<file path="src/rtl/ram_clr_check_pkg.sv">
// Shared definitions for the RAM clear / check family: the common sweep
// state encoding and the address-width-to-depth helper.
package ram_clr_check_pkg;

  // Sweep state encoding shared by the clear controller, the checker and the wrappers.
  typedef enum logic [1:0] {
    IDLE  = 2'd0,
    READ  = 2'd1,
    DRAIN = 2'd2,
    DONE  = 2'd3
  } mem_state_e;

  // Upper bound on the RAM read latency the compare pipeline supports.
  localparam int RDLAT_MAX = 4;

  // Number of words addressable with an address of the given width.
  function automatic int depth_from_addr(input int addr_w);
    return 1 << addr_w;
  endfunction

endpackage

</file>
<file path="src/rtl/ram_rdlat_pipe.sv">
// G_RDLAT-stage {valid, addr} delay line. It tracks every issued RAM read so
// that the returning word can be matched with its address. A synchronous
// flush drops all in-flight reads.
module ram_rdlat_pipe
  import ram_clr_check_pkg::*;
#(
  parameter int G_RDLAT = 1,
  parameter int G_ADDR  = 8
) (
  input  logic              clk,
  input  logic              rst_n,
  input  logic              flush_i,
  input  logic              vld_i,
  input  logic [G_ADDR-1:0] addr_i,
  output logic              vld_o,
  output logic [G_ADDR-1:0] addr_o,
  output logic              busy_o
);

  logic [G_RDLAT-1:0]             vld_q;
  logic [G_RDLAT-1:0][G_ADDR-1:0] addr_q;

  if (G_RDLAT == 1) begin : g_single
    // Single stage: capture the read issued this cycle.
    // NOTE: sequential state uses non-blocking assignments only, so every flop samples pre-edge values.
    always_ff @(posedge clk) begin
      // NOTE: the address stages are reset along with the valid bits; the line is a handful of flops, not a RAM array, so this costs nothing.
      if (!rst_n || flush_i) begin
        vld_q  <= '0;
        addr_q <= '0;
      end else begin
        vld_q  <= vld_i;
        addr_q <= addr_i;
      end
    end

    // No stage sits ahead of the tail, so nothing is pending behind it.
    assign busy_o = 1'b0;
  end else begin : g_multi
    // Shift the issued read one stage per clock towards the tail.
    always_ff @(posedge clk) begin
      if (!rst_n || flush_i) begin
        vld_q  <= '0;
        addr_q <= '0;
      end else begin
        vld_q  <= {vld_q[G_RDLAT-2:0], vld_i};
        addr_q <= {addr_q[G_RDLAT-2:0], addr_i};
      end
    end

    // Reads still travelling behind the tail stage.
    assign busy_o = |vld_q[G_RDLAT-2:0];
  end

  assign vld_o  = vld_q[G_RDLAT-1];
  assign addr_o = addr_q[G_RDLAT-1];

endmodule

</file>
<file path="src/rtl/ram_clr_check.sv">
// Read-side companion to the RAM clear sweep. On chkena it reads every
// address 0..G_DEPTH-1 once and compares each word with G_INIT. It reports a
// sticky fail flag, a saturating mismatch count and the first failing address.
module ram_clr_check
  import ram_clr_check_pkg::*;
#(
  parameter int                G_ADDR  = 8,
  parameter int                G_DEPTH = depth_from_addr(G_ADDR),
  parameter int                G_DATA  = 32,
  parameter int                G_RDLAT = 1,
  parameter logic [G_DATA-1:0] G_INIT  = '0,
  parameter int                G_CNTW  = 8
) (
  input  logic              clk,
  input  logic              rst_n,
  input  logic              chkena,
  output logic              chkrdy,
  output logic              chkre,
  output logic [G_ADDR-1:0] chkaddr,
  input  logic [G_DATA-1:0] rddata,
  output logic              chkfail,
  output logic [G_CNTW-1:0] errcnt,
  output logic [G_ADDR-1:0] erraddr
);

  localparam logic [G_ADDR-1:0] LAST_ADDR = G_ADDR'(G_DEPTH - 1);
  localparam logic [G_CNTW-1:0] CNT_MAX   = '1;

  mem_state_e        state_q,   state_d;
  logic              chkre_q,   chkre_d;
  logic [G_ADDR-1:0] chkaddr_q, chkaddr_d;
  logic              chkfail_q, chkfail_d;
  logic [G_CNTW-1:0] errcnt_q,  errcnt_d;
  logic [G_ADDR-1:0] erraddr_q, erraddr_d;

  logic              tail_vld;
  logic [G_ADDR-1:0] tail_addr;
  logic              pipe_busy;
  logic              mismatch;

  // Tracks each issued read until its data returns. A start flushes it, so
  // reads left over from an aborted sweep never reach the compare.
  ram_rdlat_pipe #(
    .G_RDLAT (G_RDLAT),
    .G_ADDR  (G_ADDR)
  ) u_rdlat_pipe (
    .clk     (clk),
    .rst_n   (rst_n),
    .flush_i (chkena),
    .vld_i   (chkre_q),
    .addr_i  (chkaddr_q),
    .vld_o   (tail_vld),
    .addr_o  (tail_addr),
    .busy_o  (pipe_busy)
  );

  // Only the word that belongs to a tracked read is compared.
  assign mismatch = tail_vld && (rddata != G_INIT);

  // Sweep sequencing: address generation, read enable and state.
  // NOTE: every always_comb output gets a default first, so no path can leave one unassigned and infer a latch.
  always_comb begin
    state_d   = state_q;
    chkre_d   = 1'b0;
    chkaddr_d = chkaddr_q;

    unique case (state_q)
      READ: begin
        if (chkaddr_q == LAST_ADDR) begin
          // The last read was issued this cycle; hold the address and let the data return.
          state_d = DRAIN;
        end else begin
          chkre_d   = 1'b1;
          chkaddr_d = chkaddr_q + 1'b1;
        end
      end
      DRAIN: begin
        // Only the tail (or nothing) remains, so its compare happens on this edge.
        if (!pipe_busy) begin
          state_d = DONE;
        end
      end
      default: begin
        // IDLE and DONE wait for a start with all outputs held.
      end
    endcase

    // A start overrides any state, including an unfinished sweep.
    if (chkena) begin
      state_d   = READ;
      chkre_d   = 1'b1;
      chkaddr_d = '0;
    end
  end

  // Result capture: sticky fail, saturating count, first failing address.
  always_comb begin
    chkfail_d = chkfail_q;
    errcnt_d  = errcnt_q;
    erraddr_d = erraddr_q;

    if (mismatch) begin
      chkfail_d = 1'b1;
      if (errcnt_q != CNT_MAX) begin
        errcnt_d = errcnt_q + 1'b1;
      end
      if (!chkfail_q) begin
        erraddr_d = tail_addr;
      end
    end

    // A start discards the previous results together with any compare on this edge.
    if (chkena) begin
      chkfail_d = 1'b0;
      errcnt_d  = '0;
      erraddr_d = '0;
    end
  end

  // State and result registers with synchronous active-low reset.
  always_ff @(posedge clk) begin
    if (!rst_n) begin
      state_q   <= IDLE;
      chkre_q   <= 1'b0;
      chkaddr_q <= '0;
      chkfail_q <= 1'b0;
      errcnt_q  <= '0;
      erraddr_q <= '0;
    end else begin
      state_q   <= state_d;
      chkre_q   <= chkre_d;
      chkaddr_q <= chkaddr_d;
      chkfail_q <= chkfail_d;
      errcnt_q  <= errcnt_d;
      erraddr_q <= erraddr_d;
    end
  end

  assign chkrdy  = (state_q == IDLE) || (state_q == DONE);
  assign chkre   = chkre_q;
  assign chkaddr = chkaddr_q;
  assign chkfail = chkfail_q;
  assign errcnt  = errcnt_q;
  assign erraddr = erraddr_q;

endmodule

</file>
<file path="config.mk">
export PLATFORM = sky130hd
export DESIGN_NAME = ram_clr_check
export DESIGN_NICKNAME = d
export VERILOG_FILES = /design/src/rtl/ram_clr_check_pkg.sv /design/src/rtl/ram_rdlat_pipe.sv /design/src/rtl/ram_clr_check.sv
export SDC_FILE = /design/constraint.sdc
export NUM_CORES = 1
export LEC_CHECK = 0
export CORE_UTILIZATION = 38
export DETAILED_ROUTE_END_ITERATION = 6
export PLACE_DENSITY = 0.77
export SLEW_MARGIN = 20
export SYNTH_ARGS = -nofsm -noshare
export SYNTH_HDL_FRONTEND = slang
export SYNTH_SLANG_ARGS = --single-unit
export TNS_END_PERCENT = 5
</file>
<file path="constraint.sdc">
create_clock -name clk -period 1.57 [get_ports clk]
set_input_delay 0.471 -clock clk [delete_from_list [all_inputs] [get_ports clk]]
set_output_delay 0.471 -clock clk [all_outputs]
set_load 0.01 [all_outputs]
</file>
== Word-level counts from Yosys, hierarchy flattened ==
Index checks and enable logic that the tools add are counted.
Cells by class
  add/sub/neg operators: 2
  equal/unequal tests: 7
  mux-type cells: 6
  bitwise gates (word level): 3
  reductions and logical operators: 14
Operators with widths (count)
  32-bit nonzero test: 1
  8-bit by 1-bit adder with 8-bit output, second input constant: 2
  2-bit AND reduction: 5
  8-bit equality test, second input constant: 1
  8-bit inequality test, second input constant: 1
  2-bit equality test, second input constant: 2
  1-bit two-way mux: 4
  2-bit one-hot mux with 2 select lines: 1
  3-bit inequality test, second input constant: 1
  1-bit NOT: 3
  3-bit nonzero test: 1
  2-bit by 1-bit equality test with 1-bit output, second input constant: 1
  2-bit zero test: 1
  1-bit logical OR: 2
  2-bit two-way mux: 1
  2-bit inequality test, second input constant: 1
  2-bit nonzero test: 1
  2-bit OR reduction: 1
  1-bit logical AND: 1
  1-bit zero test: 1
Word-level totals
  register bits: 37
  bits of input ports: 35
  output and inout port bits: 27

== Depth between registers and ports, before layout ==
Gate-level depths: netlist of the first run.
  depth in word-level cells: 4
  mapped depth: 7

== Cells and area by module ==
From an unflattened synthesis of the first run, not the netlist that was laid out.
Second synthesis, totals
  cell total of the unflattened synthesis: 175
  area, all modules: 1609.0 um^2
By module, submodules not included
  ram_clr_check: instances 1, cells each 155, area each 1338.8 um^2
  ram_rdlat_pipe: instances 1, cells each 20, area each 270.3 um^2

== Least setup slack after synthesis of the first run ==
No wires, ideal clock.
  path kind: flip-flop to flip-flop
  from: reg chkaddr_q[0], in the netlist chkaddr[0]
  to: reg chkaddr_q[5], in the netlist chkaddr[5]
  setup time: 0.128 ns
  arrival: 1.478 ns
  required time: 1.442 ns
  slack: -0.036 ns
  stages on the path, launching flop included: 8
  clock period less this slack: 1.606 ns
  cell sequence: dfxtp_1 -> ha_1 -> nand2_1 -> o31a_1 -> clkbuf_1 -> nand4_1 -> xor2_1 -> nor2_1
On the way
  cells in the longest elaborated chain, start to end: 3
  elaborated cells between the ends (all ways): 4
  classes of those cells: add/sub (1); eq/ne (1); bitwise (1); reduce/logical (1)
RTL lines
  start, declared: RTL line ram_clr_check.sv:31  | logic [G_ADDR-1:0] chkaddr_q, chkaddr_d;
  start signal, assigned: RTL line ram_clr_check.sv:132  | chkaddr_q <= chkaddr_d;
  parallel branches: the longest is 3 deep, another holds 8-bit by 1-bit adder with 8-bit output
Parallel ways; which one is timed is not known.
A chain may end at the register's enable or synchronous reset.

== Final worst setup path of the first run ==
  from: in rddata[3]
  to: reg erraddr_q[1], in the netlist erraddr[1]
On the way
  cells in the longest elaborated chain, start to end: 3
RTL lines
  start, declared: RTL line ram_clr_check.sv:20  | input logic [G_DATA-1:0] rddata,
  32-bit nonzero test: RTL line ram_clr_check.sv:58  | assign mismatch = tail_vld && (rddata != G_INIT);
  1-bit logical AND: RTL line ram_clr_check.sv:58
  2-bit AND reduction (no line)
  end signal, assigned: RTL line ram_clr_check.sv:135  | erraddr_q <= erraddr_d;
  end, declared: RTL line ram_clr_check.sv:34  | logic [G_ADDR-1:0] erraddr_q, erraddr_d;
Every way passes these cells.

==> flow_summary.ini, run 1 <==
[min_path]
min_path_type = register to register
min_path_cells = 2

[place]
gp_congestion = 0.827
port_buffers = 61
dp.cells = 297
place_hpwl_um = 2750
dpl_cell_area_um2 = 2380

[global_route]
track_usage_pct = 18.7
overflow = 0
grt_pass1_wl_um = 6170
grt_max_degree = 28
grt_pass1_vias = 1473
antenna_found_initial = 0

[worst_setup_path]
path_buf_inv = 3
cp_cell_sequence = clkdlybuf4s15_1 -> nor4_2 -> nand4_1 -> buf_4 -> o21ai_4 -> clkbuf_16 -> nand3_2 -> o21ai_1
worstPathMaxFanout = 8
cp.required_ps = 1790
cp.arrival_ps = 1770
cp-start-kind = input port
cp_num_cells = 8
cpMaxStageDelayCell = nor4_2
max_stage_delay_ps = 210
cpLargestDelayFamily = buffers and inverters
endpoint_kind = register
critical_path_class = input port to register
reg2reg_depth = 7

[clocking]
cts.htree.levels = 2
cts_buffers = 5
cts.sinks = 37
cts.clk_slew.worst_paths_ps = 70
clockRootBuffer = clkbuf_8
cts_tree = done
clk_latency_ps = 290
cts_buffer_depth = 2

[pwr]
finalPower_mw = 1.82
powerDensity_nw_per_um2 = 706
peakVddDrop_uv = 434
leakage_nw = 1.07

[sta]
fin_setup_tns_ps = 0
slew_viol_final = 0
hold_violations = 0
max-slew-margin-rel_pct = 73.9
fin_skew_ps = 8.11
worstMarginPinSlew_ps = 386
rsz0062_at_grt = yes
setup_viol = 0
fin_crit_sh_pct = 98.7
period_needed_ps = 1550
timing.fmax_mhz = 645

[die]
die_h_um = 65.9
die_x_um = 65.9
start_util_pct = 40.9
num_rows = 22
io_pins = 62
dieArea_um2 = 4350
coreArea_um2 = 3800

[synthesis]
ys_ff_latch = 37
synth_cell_types = 33
async_flop_share_pct = 0
yosys-top-cells-area = dfxtp_1, nand3_1, nand2_1
yosys_most_used_dff = dfxtp_1
synth_area_um2 = 1550
synth_nets = 215
yosysMostFrequentCell = dfxtp_1
ys_warn_count = 0
syn_inst = 176
syn_area_per_cell_um2 = 8.82
synth_edf_count = 0
synth_area_leader_cell = dfxtp_1
yosysTopAreaCellShare_pct = 47.7
seq_area_frac_synth_pct = 47.7
synth_commonest_cells = dfxtp_1, nand2_1, nand3_1

[final_layout]
nFillCells = 318
seqCellArea_um2 = 754
multiInputGateArea_um2 = 922
stdcell_count = 308
nNetsFinal = 299
drive_gt1_share_pct = 38.5
diodes = 0
area_delta_synth_final_pct = 65.7
fin_area_um2 = 2570

[routing]
routed_via_density = 5.11
drc = 0
wl_per_cell_um = 13.0
drt_wl_total_um = 4000
ant_nets = 0
vias = 1575
drt_iter0_drc = 62
dr.pass1.iters = 4

[job]
cap_violations = 0

[outcome]
status = finished, final reports clean
[worst paths after layout]
path              slack [ps]                               from                 endpoint
hold reg to reg          440  u_rdlat_pipe.addr_o[1]$_SDFF_PP0_  erraddr[1]$_SDFFE_PP0P_
setup reg to reg          60            chkaddr[0]$_SDFFE_PP0P_  chkaddr[6]$_SDFFE_PP0P_
hold / removal           440  u_rdlat_pipe.addr_o[1]$_SDFF_PP0_  erraddr[1]$_SDFFE_PP0P_
setup / recovery          20                          rddata[3]  erraddr[1]$_SDFFE_PP0P_
[worst min-delay path, cell delays in order (launching register included)]
cell	delay [ps]
dfxtp_1	300
nand2_1	50
o21ai_1	50
[registers in the layout, indices dropped and copies added (netlist names)]
register / cells
chkre: 1
errcnt: 8
u_rdlat_pipe.addr_o: 8
chkaddr: 8
u_rdlat_pipe.vld_o: 1
chkfail: 1
erraddr: 8
state_q: 2
[where the power goes]
group / internal [mW] / total [mW] / switching (mW)
Combinational: 0.107 / 0.198 / 0.0902
Sequential: 0.948 / 0.955 / 0.00707
Clock: 0.347 / 0.662 / 0.316
[placed cells by master (no fill, tap or decap), types with 2 or more instances in the layout]
| cell type | instances |
|---|---|
| o21ai_2 | 5 |
| dfxtp_2 | 11 |
| nand3_1 | 7 |
| nor4_2 | 8 |
| or4_4 | 2 |
| nand2b_1 | 2 |
| nand2_1 | 15 |
| clkbuf_8 | 6 |
| and2_1 | 9 |
| o21ai_1 | 6 |
| xor2_1 | 6 |
| a21oi_2 | 2 |
| a21oi_1 | 6 |
| nor2_1 | 10 |
| and3_1 | 2 |
| ha_1 | 3 |
| o31ai_1 | 3 |
| inv_1 | 6 |
| nand3_2 | 8 |
| clkbuf_2 | 19 |
| buf_2 | 2 |
| clkdlybuf4s15_1 | 11 |
| clkdlybuf4s50_1 | 2 |
| or3_1 | 2 |
| buf_4 | 18 |
| dfxtp_1 | 26 |
| nand4_1 | 5 |
| o21a_1 | 3 |
| dlygate4sd2_1 | 25 |
| buf_12 | 2 |
| buf_6 | 5 |
| nor2b_1 | 2 |
[layer usage]
| layer | global-route usage [%] | wire (um) |
|---|---|---|
| met5 | 0 | 0 |
| met4 | 7.34 | 41 |
| met3 | 6.90 | 373 |
| met2 | 31.8 | 1880 |
| met1 | 21.0 | 1710 |
[logic make-up (layout without fill, tap and decap cells)]
group,count (synthesis),count (layout),synth area share [%]
fa+ha+maj,4,4,3.22
xor+xnor,7,7,3.95
mux,1,1,0.645
compound gates,34,34,14.2
flops,37,37,47.7
simple gates,78,78,25.9
buf+inv,15,99,4.35
[repair_timing]
action,in CTS,in global routing
gates resized for setup,99,74
endpoints found under the setup margin,44,26
endpoints found under the hold margin,0,0
hold buffers,0,0
pin swaps,17,19
setup buffers,1,1
cloned,1,1
[per-stage QoR]
step / setup WS, ps / utilization (%) / hold slack [ps]
floorplan: -15.9 / - / 421
global placement: -555 / 62.7 / 423
detailed placement: -583 / 62.7 / 442
CTS: -112 / 65.4 / 453
global route: -46.6 / 67.7 / 465
finish: 20.1 / 67.7 / 440
[final cells by class]
cell class | instances | share of cell area, %
inverters | 6 | 0.875
multi-input cells | 124 | 35.8
clock inverters | 1 | 0.292
clock buffers | 6 | 3.21
well taps | 48 | 2.33
flip-flops and latches | 37 | 29.3
repair buffers | 86 | 28.1
(Power assumes the default switching activity.)
==> inputs of run 2 (changes only) <==
--- a/config.mk
+++ b/config.mk
@@ -7,8 +7,9 @@
 export LEC_CHECK = 0
 export CORE_UTILIZATION = 38
 export DETAILED_ROUTE_END_ITERATION = 6
+export GPL_TIMING_DRIVEN = 0
 export PLACE_DENSITY = 0.77
-export SLEW_MARGIN = 20
+export SLEW_MARGIN = 10
 export SYNTH_ARGS = -nofsm -noshare
 export SYNTH_HDL_FRONTEND = slang
 export SYNTH_SLANG_ARGS = --single-unit
==> run 2 against run 1 <==
  * The run now ends with setup timing left
  * Fmax is 6.5% lower
  * Critical path depth is the same
  * Sequential cell count is the same
  * Non-clock buffer count is 10 lower
  * Count of clock-buffer cells in the layout fell by 1
  * Global-route usage barely moved
  * Combinational power shrank 12%
  * Design area shrank 3.1%
  * Sequential share of layout area grew 1.2 points
  * Sequential power barely moved
==> flow_summary.ini, run 2 (synthesized netlist as in run 1, its figures left out) <==
[worst_setup_path]
path_common_cell = buf_6
cpMaxStageDelayCell = nor4_2
cp-start-kind = input port
cp.arrival_ps = 1880
critical_path_class = input port to register
cp.required_ps = 1790
reg2reg_depth = 6
endpoint_kind = register
cp_cell_sequence = dlygate4sd2_1 -> nor4_2 -> nand4_1 -> buf_6 -> o21ai_4 -> buf_6 -> nor3_4 -> a211oi_2
worstPathMaxFanout = 5
max_stage_delay_ps = 270

[routing]
dr.pass1.iters = 4
drc = 0
drt_wl_total_um = 4040
vias = 1543
routed_via_density = 5.16
drt_iter0_drc = 30
ant_nets = 0
wl_per_cell_um = 13.5

[clocking]
cts_buffers = 5
cts_buffer_depth = 2
clockRootBuffer = clkbuf_8
cts.clk_slew.worst_paths_ps = 80
cts_tree = done
clk_latency_ps = 290
cts.sinks = 37
cts.htree.levels = 2
post_cts_hold_buffer_count = 0

[global_route]
antenna_found_initial = 0
track_usage_pct = 18.7
grt_max_degree = 14
grt_pass1_wl_um = 6080
overflow = 0
grt_pass1_vias = 1402

[die]
die_h_um = 65.9
dieArea_um2 = 4350
die_x_um = 65.9
start_util_pct = 40.9
num_rows = 22
io_pins = 62
coreArea_um2 = 3800

[final_layout]
final_cell_mix = dlygate4sd2_1, dfxtp_1, nand2_1
nNetsFinal = 289
diodes = 0
drive_gt1_share_pct = 27.1
stdcell_count = 299
final_common_cell = dlygate4sd2_1
area_delta_synth_final_pct = 60.5

[place]
dp.cells = 285
port_buffers = 61
place_hpwl_um = 2650
gp_congestion = 0.896

[sta]
worstMarginPinSlew_ps = 279
timing.fmax_mhz = 603
fin_crit_sh_pct = 106
fin_ws_ps = -87.8
hold_violations = 0
rsz0062_at_grt = yes
max-slew-margin-rel_pct = 81.1
whs_ps = 433
fin_skew_ps = 7.38
fin_setup_tns_ps = -475
period_needed_ps = 1660
slew_viol_final = 0
setup_viol = 8

[pwr]
leakage_nw = 1.01
peakVddDrop_uv = 560
finalPower_mw = 1.94
powerDensity_nw_per_um2 = 780

[outcome]
violations = setup timing
status = complete, but fails checks

[min_path]
min_path_type = register to register
min_path_cells = 2

[job]
cap_violations = 0
[run 2: layout make-up]
type,instances,area [um^2]
plain buffers,9,76.3
clock buffers,5,68.8
well taps,48,60.1
inverters,6,22.5
repair buffers,67,564
multi-input cells,124,892
flip-flops and latches,37,762
clock inverters,3,46.3
fillers,330,1310
[run 2: path summary, 6_finish.rpt]
| check | from | to | slack, ps |
|---|---|---|---|
| worst max-delay path | rddata[27] | errcnt[6]$_SDFFE_PP0P_ | -90 |
| worst min-delay path | u_rdlat_pipe.addr_o[5]$_SDFF_PP0_ | erraddr[5]$_SDFFE_PP0P_ | 430 |
| worst max register to register | errcnt[0]$_SDFFE_PP0P_ | errcnt[4]$_SDFFE_PP0P_ | -10 |
| worst min register to register | u_rdlat_pipe.addr_o[5]$_SDFF_PP0_ | erraddr[5]$_SDFFE_PP0P_ | 430 |
[run 2: stage by stage]
stage	cell area, um^2	utilization (%)	setup slack, ps
final	2490	65.6	-87.8
after global routing	2490	65.6	-161
after CTS	2450	64.4	-98.4
after detailed placement	2250	59.1	-672
after global placement	2250	59.1	-637
after floorplan	1580	-	-15.9
[run 2: worst max-delay path: cells and delay by family]
kind	cells	cell delay, ps
AO/OA/AOI/OAI	2	380
buffers and inverters	3	560
AND/OR/NAND/NOR	3	450
[run 2: where the power goes]
group | switching (mW) | internal, mW | leakage, nW
registers | 0.0108 | 0.945 | 0.306
clock network | 0.340 | 0.475 | 0.0543
logic | 0.0811 | 0.0928 | 0.647
[run 2: timing repair]
action                                  4_1_cts  5_1_grt
endpoints found under the setup margin       62       28
pin swaps                                    16       11
buffers inserted                              3        1
gates cloned                                  2        0
gates resized for setup                     108       38
[run 2: metal layers]
metal / GRT usage [%] / vias to the layer above / part of all wire (%)
met1: 19.8 / 683 / 40
li1: - / 781 / -
met4: 9.78 / 0 / 2.2
met3: 6.38 / 10 / 9.4
met2: 32.5 / 69 / 48
met5: 0 / - / 0
==> inputs of run 3 (changes only) <==
--- a/config.mk
+++ b/config.mk
@@ -6,6 +6,7 @@
 export NUM_CORES = 1
 export LEC_CHECK = 0
 export CORE_UTILIZATION = 38
+export CTS_CLUSTER_DIAMETER = 80
 export DETAILED_ROUTE_END_ITERATION = 6
 export GPL_TIMING_DRIVEN = 0
 export PLACE_DENSITY = 0.77
==> results of run 3 <==
No change in the layout: final DEF, timing and power equal those of run 2.
==> edit 1, RTL diff (settings of run 1) <==
Encoding of `mem_state_e`: now one-hot (4 bits for 4 states).
--- a/src/rtl/ram_clr_check_pkg.sv
+++ b/src/rtl/ram_clr_check_pkg.sv
@@ -3,11 +3,11 @@
 package ram_clr_check_pkg;
 
   // Sweep state encoding shared by the clear controller, the checker and the wrappers.
-  typedef enum logic [1:0] {
-    IDLE  = 2'd0,
-    READ  = 2'd1,
-    DRAIN = 2'd2,
-    DONE  = 2'd3
+  typedef enum logic [3:0] {
+    IDLE  = 4'b0001,
+    READ  = 4'b0010,
+    DRAIN = 4'b0100,
+    DONE  = 4'b1000
   } mem_state_e;
 
   // Upper bound on the RAM read latency the compare pipeline supports.
Check against the original RTL: no difference found for any inputs over 10 cycles, from zero or initial values and one cycle with rst_n low; not proved beyond that.
==> edit 1 against run 1 <==
The flow now finishes with violations (setup timing); via count rose by 7.8%; largest cell class unchanged; power rose by 3.5%; design area rose by 8.6%; maximum frequency fell by 10%; routed wire length rose by 13%; setup slack got worse by 180 ps; sequential cell count rose by 2; register-to-register slack got worse by 220 ps; sequential power rose by 5%; synthesized area rose by 5.4%; sequential share of layout area fell by 0.97 points.
==> edit 1: results (changes against run 1) <==
failing checks setup timing; Fin Hold WS 431.7 ps (was 440.0 ps); CP max stage cell or4b_4 (was nor4_2); Inserted Diodes 0 (unchanged); endpoints failing setup 10 (was 0); peak supply drop 0.6411 mV (was 0.4336 mV); syn nets 220 (was 215); H-tree Lvls 2 (unchanged); RD Place Congestion 0.8266 (was 0.8272); Internal 1.427 mW (was 1.402 mW); Setup TNS -552.4 ps (was 0 ps); Setup Skew 5.886 ps (was 8.105 ps); average routed wire per standard cell 13.72 um (was 12.99 um); initial antenna violation count 0 (unchanged); hold path startpoint u_rdlat_pipe.addr_o[5] (was u_rdlat_pipe.addr_o[1]); crit path max fanout 4 (was 8); Cell variety after synth 38 (was 33); dpl ws -673.8 ps (was -582.8 ps); Global Route Usage Sum 0.2062 (was 0.1871); Worst Hold Depth 2 (unchanged); Worst R2R End chkaddr[7] (was chkaddr[6]); violation count after the first detailed-route iteration 61 (was 62); Num CTS Buffers 5 (unchanged); worst r2r src state_q[0] (was chkaddr[0]); hold path endpoint erraddr[5] (was erraddr[1]); I/O Buffers 61 (unchanged); slowest stage delay, CP 530 ps (was 210 ps); Clk pin slew, worst setup/hold paths 80 ps; Top delay family on crit path simple AND/OR/NAND/NOR gates (was buffers and inverters); FFs w/ async S/R, synth 0 (unchanged); Ys Warns 0 (unchanged); share of cells above drive strength 1 0.2893 (was 0.3846); Cells after DPL 318 (was 297); global-route wire length before repair 6.831 mm (was 6.168 mm); Commonest cells post-synth dfxtp_1, nand3_1, o21ai_0 (was dfxtp_1, nand2_1, nand3_1); Worst Hold Class reg2reg (unchanged); Root Buffer clkbuf_8 (unchanged); Slew HR 0.8245 (was 0.7390); sequential share of the synthesized area 0.4771 (was 0.4770); Fillers 330 (was 318); vias in the first global route 1561 (was 1473); final worst setup slack -155.4 ps (was 20.13 ps); R2R depth 5 (was 7); Final Non-Filler Cells 330 (was 308); top cells by area, synth dfxtp_1, nand3_1, o21ai_0, and2_1, nor4_1 (was dfxtp_1, nand3_1, nand2_1, and2_1, nor4_1); Avg Inst Size Synth 8.943 um2 (was 8.822 um2); outcome finished, violations left (was finished, final reports clean); Placed Area 2564 um2 (was 2384 um2); Max Buffers Root-to-Sink 2 (unchanged); Leak Pwr 1.203 nW (was 1.070 nW); post-DP HPWL 3.179 mm (was 2.749 mm); via count 1698 (was 1575); Clock Latency Late Sink 300 ps; drt pass-1 iters 4 (unchanged); crit path DAT 1970 ps (was 1770 ps); pin count of the biggest net entering global routing 17 (was 28)
edit 1: routing by layer:
layer  GRT usage  up-vias  part of all wire
met3     0.06250        7             0.089
met1      0.2171      763              0.40
met5           0        -                 0
li1            -      862                 -
met4      0.1090        0             0.019
met2      0.3639       66              0.49
edit 1: tightest hold or removal path, delay by kind of cell, from the launching register on:
kind	cells	cell delay (ps)
compound gates	1	50
flops	1	300
simple gates	1	40
edit 1: power groups by stage:
stage          sequential [mW]  combinational (mW)  clock, mW
4_1_cts                   1.00               0.201      0.693
2_1_floorplan             1.03              0.0533          0
3_3_place_gp              1.03               0.200          0
5_1_grt                   1.00               0.225      0.743
3_5_place_dp              1.03               0.203          0
6_report                  1.00               0.209      0.667
edit 1: how the worst max path moves through the flow:
stage / start / slack [ps] / endpoint / cells past startpoint
CTS: state_q[0] / -160 / chkaddr[7] / 5
floorplan: state_q[2] / -170 / chkaddr[7] / 6
global route: state_q[0] / -220 / chkaddr[7] / 5
detailed placement: rddata[24] / -670 / errcnt[7] / 7
global placement: rddata[6] / -540 / errcnt[1] / 7
finish: state_q[0] / -160 / chkaddr[7] / 5
edit 1: area by class of cell:
type | instances | area, um2 | area share
tap | 50 | 62.56 | 0.02240
sequential | 39 | 792.0 | 0.2836
multi-input combinational | 132 | 963.4 | 0.3450
clock inverter | 2 | 12.51 | 0.004480
timing repair buffer | 98 | 878.3 | 0.3145
inverter | 3 | 11.26 | 0.004032
clock buffer | 6 | 72.57 | 0.02599
edit 1: repair_timing:
action,in CTS,in global routing
gates resized for setup,106,22
buffers inserted,3,0
pin swaps,13,8
endpoints found under the hold margin,0,0
cloned,1,0
setup endpoints to repair,49,26
edit 1: cell families (layout without fill, tap and decap cells):
group	after synthesis	count (layout)	synth area share
adder cells (fa/ha/maj)	2	2	0.01529
buffers and inverters	12	109	0.03211
XOR/XNOR	6	6	0.03211
AND/OR/NAND/NOR	89	89	0.3050
flip-flops	39	39	0.4771
AO/OA/AOI/OAI	33	33	0.1261
multiplexers	2	2	0.01223
==> edit 2, RTL diff (settings of run 1) <==
Made on the original files. `G_ADDR` is set to 8 in 2 places; all go to 9.
--- a/src/rtl/ram_rdlat_pipe.sv
+++ b/src/rtl/ram_rdlat_pipe.sv
@@ -5,7 +5,7 @@
   import ram_clr_check_pkg::*;
 #(
   parameter int G_RDLAT = 1,
-  parameter int G_ADDR  = 8
+  parameter int G_ADDR  = 9
 ) (
   input  logic              clk,
   input  logic              rst_n,
--- a/src/rtl/ram_clr_check.sv
+++ b/src/rtl/ram_clr_check.sv
@@ -4,7 +4,7 @@
 module ram_clr_check
   import ram_clr_check_pkg::*;
 #(
-  parameter int                G_ADDR  = 8,
+  parameter int                G_ADDR  = 9,
   parameter int                G_DEPTH = depth_from_addr(G_ADDR),
   parameter int                G_DATA  = 32,
   parameter int                G_RDLAT = 1,
Interface: changed (resized chkaddr and erraddr); port bits go from 62 to 64. No check against the original RTL was run, so the function may have changed too.
==> edit 2 against run 1 <==
The flow now finishes with violations (setup timing); setup slack worse by 93 ps; routed wire length about the same; clock skew up 2.5 ps; register-to-register slack worse by 130 ps; non-clock buffer count up 6; final cell count up 4.9%; first-iteration DRC count up 3.2%; design area up 4.5%; sequential cell count up 3; power up 11%; synthesized area up 6.4%; critical endpoint is now chkaddr[5].
==> edit 2: results (changes against run 1) <==
syn nets 221 (was 215); I/O Buffers 63 (was 61); post-DP HPWL 2.863 mm (was 2.749 mm); Leak Pwr 1.151 nW (was 1.070 nW); Cell variety after synth 34 (was 33); Setup Skew 10.62 ps (was 8.105 ps); crit path max fanout 4 (was 8); crit path DAT 1870 ps (was 1770 ps); pin count of the biggest net entering global routing 32 (was 28); vias in the first global route 1480 (was 1473); Slew HR 0.8461 (was 0.7390); final net count 312 (was 299); global-route wire length before repair 5.975 mm (was 6.168 mm); top cells by area, synth dfxtp_1, o21ai_0, nand3_1, and2_1, ha_1 (was dfxtp_1, nand3_1, nand2_1, and2_1, nor4_1); RD Place Congestion 0.7642 (was 0.8272); Commonest cells post-synth dfxtp_1, o21ai_0, nand2_1, nand3_1, nor2_1 (was dfxtp_1, nand2_1, nand3_1); violation count after the first detailed-route iteration 64 (was 62); average routed wire per standard cell 12.40 um (was 12.99 um); endpoints failing setup 2 (was 0); dpl ws -605.0 ps (was -582.8 ps); final worst setup slack -73.08 ps (was 20.13 ps); outcome finished, violations left (was finished, final reports clean); slowest stage delay, CP 370 ps (was 210 ps); via count 1621 (was 1575); failing checks setup timing; sequential share of the synthesized area 0.4845 (was 0.4770); Fillers 376 (was 318); share of cells above drive strength 1 0.3407 (was 0.3846); peak supply drop 0.4700 mV (was 0.4336 mV)
-- edit 2: area by class of cell --
cell class | count | area, um2 | area share
Clock buffer | 6 | 93.84 | 0.03492
Clock inverter | 2 | 16.27 | 0.006052
Inverter | 4 | 15.01 | 0.005587
Multi-Input combinational cell | 129 | 932.1 | 0.3468
Sequential cell | 40 | 812.0 | 0.3021
Tap cell | 50 | 62.56 | 0.02328
Timing Repair Buffer | 92 | 755.7 | 0.2812
-- edit 2: timing repair --
action	4_1_cts	5_1_grt
gates resized for setup	130	24
endpoints found under the setup margin	55	26
buffers inserted	2	0
hold buffers	0	0
pin swaps	16	4
cloned	1	0
-- edit 2: path summary, 6_finish.rpt --
path | to | cells past startpoint | slack [ps] | startpoint
min | erraddr[0] | 2 | 430 | u_rdlat_pipe.addr_o[0]
max | chkaddr[5] | 8 | -70 | chkaddr[1]
min reg2reg | erraddr[0] | 2 | 430 | u_rdlat_pipe.addr_o[0]
max reg2reg | chkaddr[5] | 8 | -70 | chkaddr[1]
-- edit 2: cell families after synthesis --
kind of cell | count (synthesis) | share of synthesized area
multiplexers | 2 | 0.01211
XOR/XNOR | 6 | 0.03179
flip-flops | 40 | 0.4845
AO/OA/AOI/OAI | 32 | 0.1158
AND/OR/NAND/NOR | 84 | 0.2831
adder cells (fa/ha/maj) | 5 | 0.03785
buffers and inverters | 12 | 0.03481
-- edit 2: power breakdown --
group	internal [mW]	switching (mW)	leakage (nW)	total, mW
Sequential	1.02	0.00820	0.327	1.03
Combinational	0.112	0.0885	0.772	0.201
Clock	0.415	0.378	0.0530	0.793
-- edit 2: worst max-delay path: cells and delay by family, from the launching register on --
kind,cells,cell delay [ps]
adder cells (fa/ha/maj),2,350
AND/OR/NAND/NOR,5,760
flip-flops,1,360
AO/OA/AOI/OAI,1,120
-- edit 2: metal layers --
metal / share of wire / vias to the layer above / GRT usage / routed length [um]
met1: 0.42 / 735 / 0.1975 / 1682
met4: 0.012 / 0 / 0.05469 / 48
met2: 0.47 / 57 / 0.3039 / 1867
met3: 0.10 / 5 / 0.05000 / 406
li1: - / 824 / - / -
met5: 0 / - / 0 / 0
-- edit 2: per-stage QoR --
step	area (um2)	utilization	power [mW]	TNS (ps)	hold WS (ps)
final	2688	0.6577	2.024	-134.4	433.1
after global routing	2688	0.6577	2.113	-1214	453.1
after CTS	2614	0.6396	2.028	-189.4	445.9
after detailed placement	2551	0.6243	1.260	-10570	433.2
after global placement	2551	0.6243	1.259	-10030	424.9
after floorplan	1680	-	1.121	-573.7	421.4
